`config.mk`:
```
export PLATFORM = sky130hd
export DESIGN_NAME = reg_dump_reader_flat
export DESIGN_NICKNAME = d
export VERILOG_FILES = /design/src/rtl/reg_dump_reader_if.sv /design/src/rtl/reg_dump_reader.sv /design/src/flat_wrapper.sv
export SDC_FILE = /design/constraint.sdc
export NUM_CORES = 1
export LEC_CHECK = 0
export BUFFER_PORTS_ARGS = -buffer_cell sky130_fd_sc_hd__clkbuf_2
export CAP_MARGIN = 20
export CORE_MARGIN = 2
export CORE_UTILIZATION = 43
export CTS_BUF_LIST = sky130_fd_sc_hd__clkbuf_8 sky130_fd_sc_hd__clkbuf_16
export CTS_CLUSTER_DIAMETER = 60
export DETAILED_ROUTE_END_ITERATION = 16
export PLACE_DENSITY = 0.73
export SLEW_MARGIN = 40
export SYNTH_ARGS = -nofsm -noshare
export SYNTH_HDL_FRONTEND = slang
export SYNTH_SLANG_ARGS = --single-unit
```
`constraint.sdc`:
```
create_clock -name clk -period 1.5 [get_ports clk]
set_input_delay 0.3 -clock clk [delete_from_list [all_inputs] [get_ports clk]]
set_output_delay 0.3 -clock clk [all_outputs]
set_load 0.005 [all_outputs]
```
`src/rtl/reg_dump_reader_if.sv`:
```
// Output word stream of the register-file dump reader.
// The master drives a captured register word with its index and a last flag.
// The slave (debug UART / trace path) returns out_ready.
interface reg_dump_reader_if #(
   parameter int ADDR_W = 3,
   parameter int DATA_W = 16
);

   logic              out_valid;
   logic              out_ready;
   logic [DATA_W-1:0] out_data;
   logic [ADDR_W:0]   out_idx;
   logic              out_last;

   modport master (
      output out_valid,
      output out_data,
      output out_idx,
      output out_last,
      input  out_ready
   );

   modport slave (
      input  out_valid,
      input  out_data,
      input  out_idx,
      input  out_last,
      output out_ready
   );

endinterface

```
`src/rtl/reg_dump_reader.sv`:
```
// Debug reader for the LC-3 register file.
// On start, the reader walks rd_sel over R0..R(NUM_REGS-1) and snapshots each
// combinational read word in its READ cycle. Each word is then presented on a
// valid/ready stream together with its index.
// The reader is read-only: it never touches the register-file write port.
//
// Optional build macro REG_DUMP_CHECKSUM_EN appends one extra word after the
// last register. That word carries the modulo-2**DATA_W sum of all captured
// words, with out_idx = NUM_REGS and out_last = 1.
module reg_dump_reader #(
   parameter int NUM_REGS = 8,
   parameter int ADDR_W   = 3,
   parameter int DATA_W   = 16
) (
   input  logic              clk,
   input  logic              reset,
   input  logic              start,
   output logic [ADDR_W-1:0] rd_sel,
   input  logic [DATA_W-1:0] rd_data,
   reg_dump_reader_if.master out_if,
   output logic              busy,
   output logic              done
);

   // The index is one bit wider than the select, so it can reach NUM_REGS
   // (the checksum slot) and never wraps within a dump.
   localparam int IDX_W = ADDR_W + 1;
   localparam logic [IDX_W-1:0] LAST_REG = IDX_W'(NUM_REGS - 1);
   localparam logic [IDX_W-1:0] NUM_IDX  = IDX_W'(NUM_REGS);

   typedef enum logic [1:0] {
      IDLE = 2'd0,
      READ = 2'd1,
      SEND = 2'd2
   } state_t;

   state_t            state;
   state_t            state_nxt;
   logic [IDX_W-1:0]  idx;

   // Stage 1 holding register: the word currently offered downstream.
   logic              vld_p1;
   logic [DATA_W-1:0] data_p1;
   logic [IDX_W-1:0]  idx_p1;
   logic              last_p1;

   logic              busy_q;
   logic              done_q;
   logic              hs;

`ifdef REG_DUMP_CHECKSUM_EN
   // Stage 0 running sum of every word captured so far in this dump.
   logic [DATA_W-1:0] csum_p0;

   // Modulo-2**DATA_W accumulation; the carry out is discarded on purpose.
   function automatic logic [DATA_W-1:0] wrap_add(input logic [DATA_W-1:0] a,
                                                  input logic [DATA_W-1:0] b);
      logic [DATA_W:0] full;
      full = {1'b0, a} + {1'b0, b};
      return full[DATA_W-1:0];
   endfunction
`endif

   // The select only addresses real registers; the checksum slot reads R0
   // harmlessly, so it is forced to zero there for a quiet read port.
   function automatic logic [ADDR_W-1:0] sel_of(input logic [IDX_W-1:0] i);
      if (i < NUM_IDX) begin
         return i[ADDR_W-1:0];
      end
      return '0;
   endfunction

   assign hs = vld_p1 & out_if.out_ready;

   // FSM state register.
   always_ff @(posedge clk) begin
      if (reset) begin
         state <= IDLE;
      end else begin
         state <= state_nxt;
      end
   end

   // Next-state logic and the register-file read select.
   always_comb begin
      state_nxt = state;
      rd_sel    = '0;
      case (state)
         IDLE: begin
            if (start) begin
               state_nxt = READ;
            end
         end
         READ: begin
            rd_sel    = sel_of(idx);
            state_nxt = SEND;
         end
         SEND: begin
            rd_sel = sel_of(idx);
            if (hs) begin
               state_nxt = last_p1 ? IDLE : READ;
            end
         end
         default: begin
            state_nxt = IDLE;
         end
      endcase
   end

   // Capture, index advance, status flags and the checksum accumulator.
   always_ff @(posedge clk) begin
      if (reset) begin
         idx     <= '0;
         vld_p1  <= 1'b0;
         data_p1 <= '0;
         idx_p1  <= '0;
         last_p1 <= 1'b0;
         busy_q  <= 1'b0;
         done_q  <= 1'b0;
`ifdef REG_DUMP_CHECKSUM_EN
         csum_p0 <= '0;
`endif
      end else begin
         done_q <= 1'b0;
         case (state)
            IDLE: begin
               if (start) begin
                  idx    <= '0;
                  busy_q <= 1'b1;
`ifdef REG_DUMP_CHECKSUM_EN
                  csum_p0 <= '0;
`endif
               end
            end
            READ: begin
               vld_p1 <= 1'b1;
               idx_p1 <= idx;
`ifdef REG_DUMP_CHECKSUM_EN
               if (idx == NUM_IDX) begin
                  data_p1 <= csum_p0;
                  last_p1 <= 1'b1;
               end else begin
                  data_p1 <= rd_data;
                  csum_p0 <= wrap_add(csum_p0, rd_data);
                  last_p1 <= 1'b0;
               end
`else
               data_p1 <= rd_data;
               last_p1 <= (idx == LAST_REG);
`endif
            end
            SEND: begin
               if (hs) begin
                  vld_p1 <= 1'b0;
                  if (last_p1) begin
                     last_p1 <= 1'b0;
                     busy_q  <= 1'b0;
                     done_q  <= 1'b1;
                  end else begin
                     idx <= idx + IDX_W'(1);
                  end
               end
            end
            default: begin
               vld_p1 <= 1'b0;
            end
         endcase
      end
   end

   assign out_if.out_valid = vld_p1;
   assign out_if.out_data  = data_p1;
   assign out_if.out_idx   = idx_p1;
   assign out_if.out_last  = last_p1;
   assign busy             = busy_q;
   assign done             = done_q;

endmodule
```
`src/flat_wrapper.sv`:
```
// flat-port wrapper written by rule: the top's interface ports become plain ports
module reg_dump_reader_flat 
#(
   parameter int NUM_REGS = 8,
   parameter int ADDR_W   = 3,
   parameter int DATA_W   = 16
)
  (clk, reset, start, rd_sel, rd_data, busy, done, out_if_out_valid, out_if_out_data, out_if_out_idx, out_if_out_last, out_if_out_ready);
  reg_dump_reader_if #(.ADDR_W(ADDR_W), .DATA_W(DATA_W)) out_if_i ();
  input  logic clk;
  input  logic reset;
  input  logic start;
  output logic [ADDR_W-1:0] rd_sel;
  input  logic [DATA_W-1:0] rd_data;
  output logic busy;
  output logic done;
  output wire logic [$bits(out_if_i.out_valid)-1:0] out_if_out_valid;
  output wire logic [$bits(out_if_i.out_data)-1:0] out_if_out_data;
  output wire logic [$bits(out_if_i.out_idx)-1:0] out_if_out_idx;
  output wire logic [$bits(out_if_i.out_last)-1:0] out_if_out_last;
  input wire logic [$bits(out_if_i.out_ready)-1:0] out_if_out_ready;
  assign out_if_out_valid = out_if_i.out_valid;
  assign out_if_out_data = out_if_i.out_data;
  assign out_if_out_idx = out_if_i.out_idx;
  assign out_if_out_last = out_if_i.out_last;
  assign out_if_i.out_ready = out_if_out_ready;
  reg_dump_reader #(.NUM_REGS(NUM_REGS), .ADDR_W(ADDR_W), .DATA_W(DATA_W)) u_core (.clk(clk), .reset(reset), .start(start), .rd_sel(rd_sel), .rd_data(rd_data), .out_if(out_if_i), .busy(busy), .done(done));
endmodule
```
==> impl_metrics.xml, run 1 <==
<?xml version="1.0" encoding="UTF-8"?>
<metrics>
  <group name="grt">
    <metric name="grt_start_max_net_pins" unit="">20</metric>
    <metric name="global_route_wire_length_before_repair" unit="um">4950</metric>
    <metric name="antenna_found_initial" unit="">0</metric>
    <metric name="grtUsageTotal" unit="">0.191</metric>
    <metric name="globalRouteOverflowTotal" unit="">0</metric>
    <metric name="first_global_vias" unit="">1123</metric>
  </group>
  <group name="logic_synthesis">
    <metric name="synth_area" unit="sq mm">0.00132</metric>
    <metric name="top_count_cell_post_synth" unit="">dfxtp_1</metric>
    <metric name="syn-num-nets" unit="">161</metric>
    <metric name="synthesis.instances" unit="">135</metric>
    <metric name="synth_cell_types" unit="">30</metric>
    <metric name="synth_largest_area_cell" unit="">dfxtp_1</metric>
    <metric name="synthesis_warning_total" unit="">0</metric>
    <metric name="average_footprint_of_a_synthesized_cell" unit="sq um">9.77</metric>
    <metric name="synth_async_sr_flop_share" unit="">0</metric>
    <metric name="synthFlopType" unit="">dfxtp_1</metric>
    <metric name="synth.cells.most_frequent" unit="">dfxtp_1 (30), nor2_1 (27), mux2i_1 (24), ha_1 (6), nand2_1 (6)</metric>
    <metric name="number_of_enable_flip_flop_cells_after_synthesis" unit="">0</metric>
    <metric name="synth.ff_latch_count" unit="">30</metric>
    <metric name="synth.area.top_cells" unit="">dfxtp_1 (46%), mux2i_1 (18%), nor2_1 (7.7%), ha_1 (5.7%), nand2_1 (1.7%)</metric>
    <metric name="synth.top_cell.area_share" unit="">0.455</metric>
    <metric name="yosysSeqAreaShare" unit="">0.455</metric>
  </group>
  <group name="floorplanning">
    <metric name="floorplan.io_pins" unit="">47</metric>
    <metric name="floorplan.die.width" unit="um">59.4</metric>
    <metric name="die_area" unit="sq mm">0.00353</metric>
    <metric name="floorplan.initialDensity" unit="">0.443</metric>
    <metric name="die_h" unit="um">59.4</metric>
    <metric name="std_cell_rows" unit="">20</metric>
    <metric name="design.core.area" unit="sq mm">0.00298</metric>
  </group>
  <group name="worst_setup_path">
    <metric name="critPathLaunchType" unit="">flop</metric>
    <metric name="timing.reg2reg.worst_path_depth" unit="">7</metric>
    <metric name="cp.arrival" unit="ns">1.36</metric>
    <metric name="reg2reg_setup_slack" unit="ns">-0.06</metric>
    <metric name="critical_path_required" unit="ns">1.20</metric>
    <metric name="cp-end-kind" unit="">output port</metric>
    <metric name="setup.worst_path.class" unit="">flop to output port</metric>
    <metric name="timing.critical_path.fanout_max" unit="">3</metric>
  </group>
  <group name="timing">
    <metric name="tightest_pin_transition" unit="ns">0.400</metric>
    <metric name="fin_crit_sh" unit="">1.11</metric>
    <metric name="rsz0062_at_grt" unit="">yes</metric>
    <metric name="layout_setup_ws" unit="ns">-0.163</metric>
    <metric name="finalMaxSlewViolations" unit="">0</metric>
    <metric name="finalHoldViolations" unit="">0</metric>
    <metric name="timing.clock.skew" unit="ns">0.00323</metric>
    <metric name="fmax" unit="MHz">601</metric>
    <metric name="timing.max_slew.rel_slack" unit="">0.733</metric>
    <metric name="min_period" unit="ns">1.66</metric>
    <metric name="final-setup-viol-count" unit="">4</metric>
  </group>
  <group name="routing">
    <metric name="finalWirelength" unit="um">3270</metric>
    <metric name="post-route-drc-count" unit="">0</metric>
    <metric name="num_vias" unit="">1188</metric>
    <metric name="firstDrtPassIters" unit="">4</metric>
    <metric name="route.detailed.vias_per_inst" unit="">5.17</metric>
    <metric name="drt-wirelength-per-cell" unit="um">14.2</metric>
    <metric name="final_antenna_net_count" unit="">0</metric>
    <metric name="drtIter0Drc" unit="">70</metric>
  </group>
  <group name="clock_network">
    <metric name="clock_tree.htree_level_count" unit="">2</metric>
    <metric name="clock_tree_from_tritoncts" unit="">yes</metric>
    <metric name="cts.sinks" unit="">30</metric>
    <metric name="cts_hold_repair.buffers" unit="">0</metric>
    <metric name="ctsLongestPathBuffers" unit="">2</metric>
    <metric name="numCtsBuffers" unit="">5</metric>
    <metric name="clk_pin_slew_worst_paths" unit="ns">0.06</metric>
    <metric name="insertion_delay" unit="ns">0.28</metric>
    <metric name="cts_root_buffer" unit="">clkbuf_8</metric>
  </group>
  <group name="layout">
    <metric name="insertedDiodeCount" unit="">0</metric>
    <metric name="flow.area_growth_from_synthesis" unit="%">41.3</metric>
    <metric name="drive_gt1_frac" unit="">0.442</metric>
    <metric name="instances_no_fill" unit="">230</metric>
    <metric name="num-fill-cells" unit="">236</metric>
    <metric name="final_core_utilization" unit="">0.626</metric>
    <metric name="nNetsFinal" unit="">222</metric>
  </group>
  <group name="power_and_ir_drop">
    <metric name="cell_area_power_density" unit="mW/mm^2">1630</metric>
    <metric name="power.ir.vdd_worst" unit="mV">0.869</metric>
    <metric name="p_leak" unit="nW">0.848</metric>
  </group>
  <group name="worst_hold_path">
    <metric name="worstHoldPathCells" unit="">3</metric>
    <metric name="hold_path.class" unit="">input port to flop</metric>
  </group>
  <group name="status">
    <metric name="status" unit="">finished with violations</metric>
    <metric name="failed_checks" unit="">negative setup slack</metric>
  </group>
  <group name="place">
    <metric name="gpl.final_weighted_congestion" unit="">0.788</metric>
    <metric name="dp.final_hpwl" unit="um">2170</metric>
    <metric name="place_inst" unit="">217</metric>
    <metric name="placement.io_buffers" unit="">46</metric>
  </group>
  <group name="job">
    <metric name="timing.max_cap.violations" unit="">0</metric>
  </group>
</metrics>
registers in the layout (all words and copies together) (netlist names):
register	flops
u_core.out_if.out_data	16
u_core.done	1
u_core.out_if.out_valid	1
u_core.busy	1
u_core.state	2
u_core.out_if.out_last	1
u_core.idx	4
u_core.out_if.out_idx	4
power by group:
| part | switching, mW | internal (mW) |
|---|---|---|
| registers | 0.0799 | 0.947 |
| logic | 0.591 | 0.632 |
| clock network | 0.299 | 0.488 |
| total | 0.970 | 2.07 |
cell usage in the layout (no fill, tap or decap), types with 5 or more instances in the layout:
master	synthesis	layout
buf_4	1	14
nor2_1	27	27
nand2_1	6	6
dfxtp_1	30	28
clkbuf_8	0	5
clkbuf_2	0	44
mux2i_1	24	23
layout make-up:
class / instances / area, sq um / share of cell area
Inverter: 4 / 15.0 / 0.00806
Clock inverter: 3 / 40.0 / 0.0215
Multi-Input combinational cell: 94 / 736 / 0.395
Sequential cell: 30 / 603 / 0.324
Timing Repair Buffer: 61 / 359 / 0.193
Tap cell: 33 / 41.3 / 0.0222
Clock buffer: 5 / 68.8 / 0.0369
final timing paths:
path / startpoint / endpoint
max: u_core.state[0] / rd_sel[2]
min: rd_data[2] / u_core.out_if.out_data[2]
max reg2reg: u_core.state[0] / u_core.idx[2]
min reg2reg: u_core.out_if.out_data[5] / u_core.out_if.out_data[5]
through the flow:
step	TNS (ns)	setup slack [ns]	power, mW	area (sq um)	hold slack (ns)
3_3_place_gp	0	0.0736	2.02	1630	0.474
3_5_place_dp	0	0.0165	2.07	1630	0.488
4_1_cts	-0.261	-0.0896	2.96	1790	0.254
5_1_grt	-0.834	-0.219	3.22	1860	0.260
2_1_floorplan	0	0.0244	1.72	1330	0.447
6_report	-0.462	-0.163	3.04	1860	0.253
cells by family (layout without fill, tap and decap cells):
family,Yosys count,in the layout,synth area share
simple gates,51,51,0.194
flops,30,30,0.455
mux,25,25,0.191
compound gates,12,12,0.0550
buf+inv,11,73,0.0484
fa+ha+maj,6,6,0.0569
layer usage:
| metal | part of all wire | GRT usage | up-vias | wire length [um] |
|---|---|---|---|---|
| met5 | 0 | 0 | - | 0 |
| met4 | 0.0098 | 0.0682 | 0 | 32 |
| met3 | 0.042 | 0.0590 | 4 | 139 |
| met2 | 0.52 | 0.317 | 36 | 1700 |
| met1 | 0.43 | 0.231 | 571 | 1400 |
| li1 | - | - | 577 | - |
what timing repair did:
| action | CTS | global route |
|---|---|---|
| resized for setup | 6 | 13 |
| pin swaps | 1 | 1 |
| setup endpoints to repair | 4 | 9 |
| buffers inserted | 4 | 1 |
| endpoints found under the hold margin | 0 | 0 |
| gates cloned | 0 | 0 |
critical path: stages, from the launching register on:
cell and delay [ns]:
dfxtp_2 0.33, inv_2 0.05, ha_4 0.26, nor2b_4 0.16, and2_1 0.17, clkbuf_2 0.12
Note: power is estimated with default switching activity, not from simulation.
==> run 2, diff against run 1 <==
--- a/config.mk
+++ b/config.mk
@@ -7,6 +7,7 @@
 export LEC_CHECK = 0
 export BUFFER_PORTS_ARGS = -buffer_cell sky130_fd_sc_hd__clkbuf_2
 export CAP_MARGIN = 20
+export CORE_ASPECT_RATIO = 0.7
 export CORE_MARGIN = 2
 export CORE_UTILIZATION = 43
 export CTS_BUF_LIST = sky130_fd_sc_hd__clkbuf_8 sky130_fd_sc_hd__clkbuf_16
==> run 2 against run 1 <==
Effect of this change: the flow still finishes with violations (negative setup slack); count of clock-buffer cells in the layout stayed put; cell count down 0.87%; power shrank 4.1%; worst hold slack better by 0.011 ns; die area up 0.20%; global-route usage decreased by 1.2 points; core utilization fell by 0.15 points; via count shrank 3.1%.
==> impl_metrics.xml, run 2 (synthesized netlist as in run 1, its figures left out) <==
<?xml version="1.0" encoding="UTF-8"?>
<metrics>
  <group name="status">
    <metric name="status" unit="">finished with violations</metric>
    <metric name="failed_checks" unit="">negative setup slack</metric>
  </group>
  <group name="place">
    <metric name="dp.final_hpwl" unit="um">2220</metric>
    <metric name="gpl.final_weighted_congestion" unit="">0.797</metric>
    <metric name="dpl_worst_slack" unit="ns">-0.0886</metric>
    <metric name="placement.io_buffers" unit="">46</metric>
  </group>
  <group name="routing">
    <metric name="route.detailed.vias_per_inst" unit="">5.05</metric>
    <metric name="final_antenna_net_count" unit="">0</metric>
    <metric name="finalWirelength" unit="um">3030</metric>
    <metric name="num_vias" unit="">1151</metric>
    <metric name="firstDrtPassIters" unit="">4</metric>
    <metric name="drt-wirelength-per-cell" unit="um">13.3</metric>
    <metric name="post-route-drc-count" unit="">0</metric>
    <metric name="drtIter0Drc" unit="">46</metric>
  </group>
  <group name="grt">
    <metric name="globalRouteOverflowTotal" unit="">0</metric>
    <metric name="global_route_wire_length_before_repair" unit="um">4860</metric>
    <metric name="first_global_vias" unit="">1125</metric>
    <metric name="grtUsageTotal" unit="">0.179</metric>
    <metric name="grt_start_max_net_pins" unit="">26</metric>
    <metric name="antenna_found_initial" unit="">0</metric>
  </group>
  <group name="floorplanning">
    <metric name="design.core.area" unit="sq mm">0.00286</metric>
    <metric name="floorplan.io_pins" unit="">47</metric>
    <metric name="die_area" unit="sq mm">0.00353</metric>
    <metric name="floorplan.die.width" unit="um">70.2</metric>
    <metric name="floorplan.initialDensity" unit="">0.461</metric>
    <metric name="die_h" unit="um">50.3</metric>
    <metric name="std_cell_rows" unit="">16</metric>
  </group>
  <group name="worst_setup_path">
    <metric name="setup.worst_path.class" unit="">flop to output port</metric>
    <metric name="critical_path_required" unit="ns">1.20</metric>
    <metric name="timing.critical_path.fanout_max" unit="">3</metric>
    <metric name="cp-end-kind" unit="">output port</metric>
    <metric name="cp.arrival" unit="ns">1.30</metric>
    <metric name="critPathLaunchType" unit="">flop</metric>
    <metric name="critical-path-max-stage-delay" unit="ns">0.33</metric>
    <metric name="critical-path-slowest-cell" unit="">dfxtp_2</metric>
    <metric name="crit_path_cell_trace" unit="">inv_2 -&gt; ha_4 -&gt; nor2b_4 -&gt; and2_1 -&gt; clkbuf_2</metric>
  </group>
  <group name="layout">
    <metric name="insertedDiodeCount" unit="">0</metric>
    <metric name="largest_reg_flops" unit="">16</metric>
    <metric name="num-fill-cells" unit="">252</metric>
    <metric name="layout_common_cells" unit="">clkbuf_2 (46), dfxtp_1 (28), nor2_1 (27)</metric>
    <metric name="layout.cells.most_common" unit="">clkbuf_2</metric>
    <metric name="final_core_utilization" unit="">0.624</metric>
    <metric name="drive_gt1_frac" unit="">0.401</metric>
    <metric name="flow.area_growth_from_synthesis" unit="%">35.5</metric>
    <metric name="nNetsFinal" unit="">217</metric>
  </group>
  <group name="timing">
    <metric name="finalHoldViolations" unit="">0</metric>
    <metric name="finalMaxSlewViolations" unit="">0</metric>
    <metric name="fmax" unit="MHz">625</metric>
    <metric name="timing.clock.skew" unit="ns">0.00549</metric>
    <metric name="tightest_pin_transition" unit="ns">0.507</metric>
    <metric name="fin_crit_sh" unit="">1.07</metric>
    <metric name="layout_setup_ws" unit="ns">-0.0995</metric>
    <metric name="min_period" unit="ns">1.60</metric>
    <metric name="final-setup-viol-count" unit="">4</metric>
    <metric name="timing.max_slew.rel_slack" unit="">0.662</metric>
    <metric name="rsz0062_at_grt" unit="">yes</metric>
  </group>
  <group name="clock_network">
    <metric name="clk_pin_slew_worst_paths" unit="ns">0.06</metric>
    <metric name="cts_hold_repair.buffers" unit="">0</metric>
    <metric name="cts_root_buffer" unit="">clkbuf_8</metric>
    <metric name="clock_tree_from_tritoncts" unit="">yes</metric>
    <metric name="cts.sinks" unit="">30</metric>
    <metric name="ctsLongestPathBuffers" unit="">2</metric>
    <metric name="insertion_delay" unit="ns">0.28</metric>
    <metric name="clock_tree.htree_level_count" unit="">2</metric>
    <metric name="numCtsBuffers" unit="">5</metric>
  </group>
  <group name="power_and_ir_drop">
    <metric name="power.ir.vdd_worst" unit="mV">0.750</metric>
    <metric name="cell_area_power_density" unit="mW/mm^2">1630</metric>
    <metric name="p_leak" unit="nW">0.816</metric>
  </group>
  <group name="worst_hold_path">
    <metric name="hold_path.class" unit="">input port to flop</metric>
  </group>
  <group name="job">
    <metric name="timing.max_cap.violations" unit="">0</metric>
  </group>
</metrics>
[run 2: per-stage QoR]
stage                     hold WS (ns)  std cells  setup TNS [ns]  total power, mW  area [sq um]
after floorplan                  0.447        135               0             1.72          1330
after global placement           0.473        217               0             2.00          1620
after detailed placement         0.485        217         -0.0886             2.05          1620
after CTS                        0.259        228          -0.363             2.91          1780
after global routing             0.274        228          -0.627             3.09          1790
final                            0.264        228          -0.335             2.91          1790
[run 2: path summary, 6_finish.rpt]
path / cells past startpoint / from / slack, ns / endpoint
max: 5 / u_core.state[0] / -0.1 / rd_sel[2]
min: 3 / rd_data[13] / 0.26 / u_core.out_if.out_data[13]
min reg2reg: 2 / u_core.out_if.out_idx[2] / 0.50 / u_core.out_if.out_idx[2]
max reg2reg: 6 / u_core.state[1] / -0.06 / u_core.idx[2]
[run 2: cell type report]
type,count,area [sq um],share of cell area
multi-input cells,94,697,0.390
clock buffers,5,68.8,0.0385
flip-flops and latches,30,603,0.338
repair buffers,56,318,0.178
well taps,36,45.0,0.0252
inverters,4,15.0,0.00840
clock inverters,3,40.0,0.0224
[run 2: per-layer routing]
metal | vias to the layer above | global-route usage | wire, um
li1 | 568 | - | -
met1 | 540 | 0.199 | 1290
met2 | 39 | 0.310 | 1510
met3 | 4 | 0.0703 | 197
met4 | 0 | 0.0737 | 31
met5 | - | 0 | 0
[run 2: worst max-delay path: cells and delay by family, from the launching register on]
kind          cells  cell delay, ns
flops             1            0.33
buf+inv           2            0.17
simple gates      2            0.28
fa+ha+maj         1            0.25
[run 2: repair_timing]
action / in CTS / in global routing
gates resized for setup: 6 / 3
endpoints found under the setup margin: 5 / 18
buffers inserted: 3 / 0
[run 2: power by group]
group	internal (mW)	switching [mW]	leakage (nW)
clock network	0.488	0.291	0.0579
logic	0.572	0.529	0.513
registers	0.947	0.0854	0.245
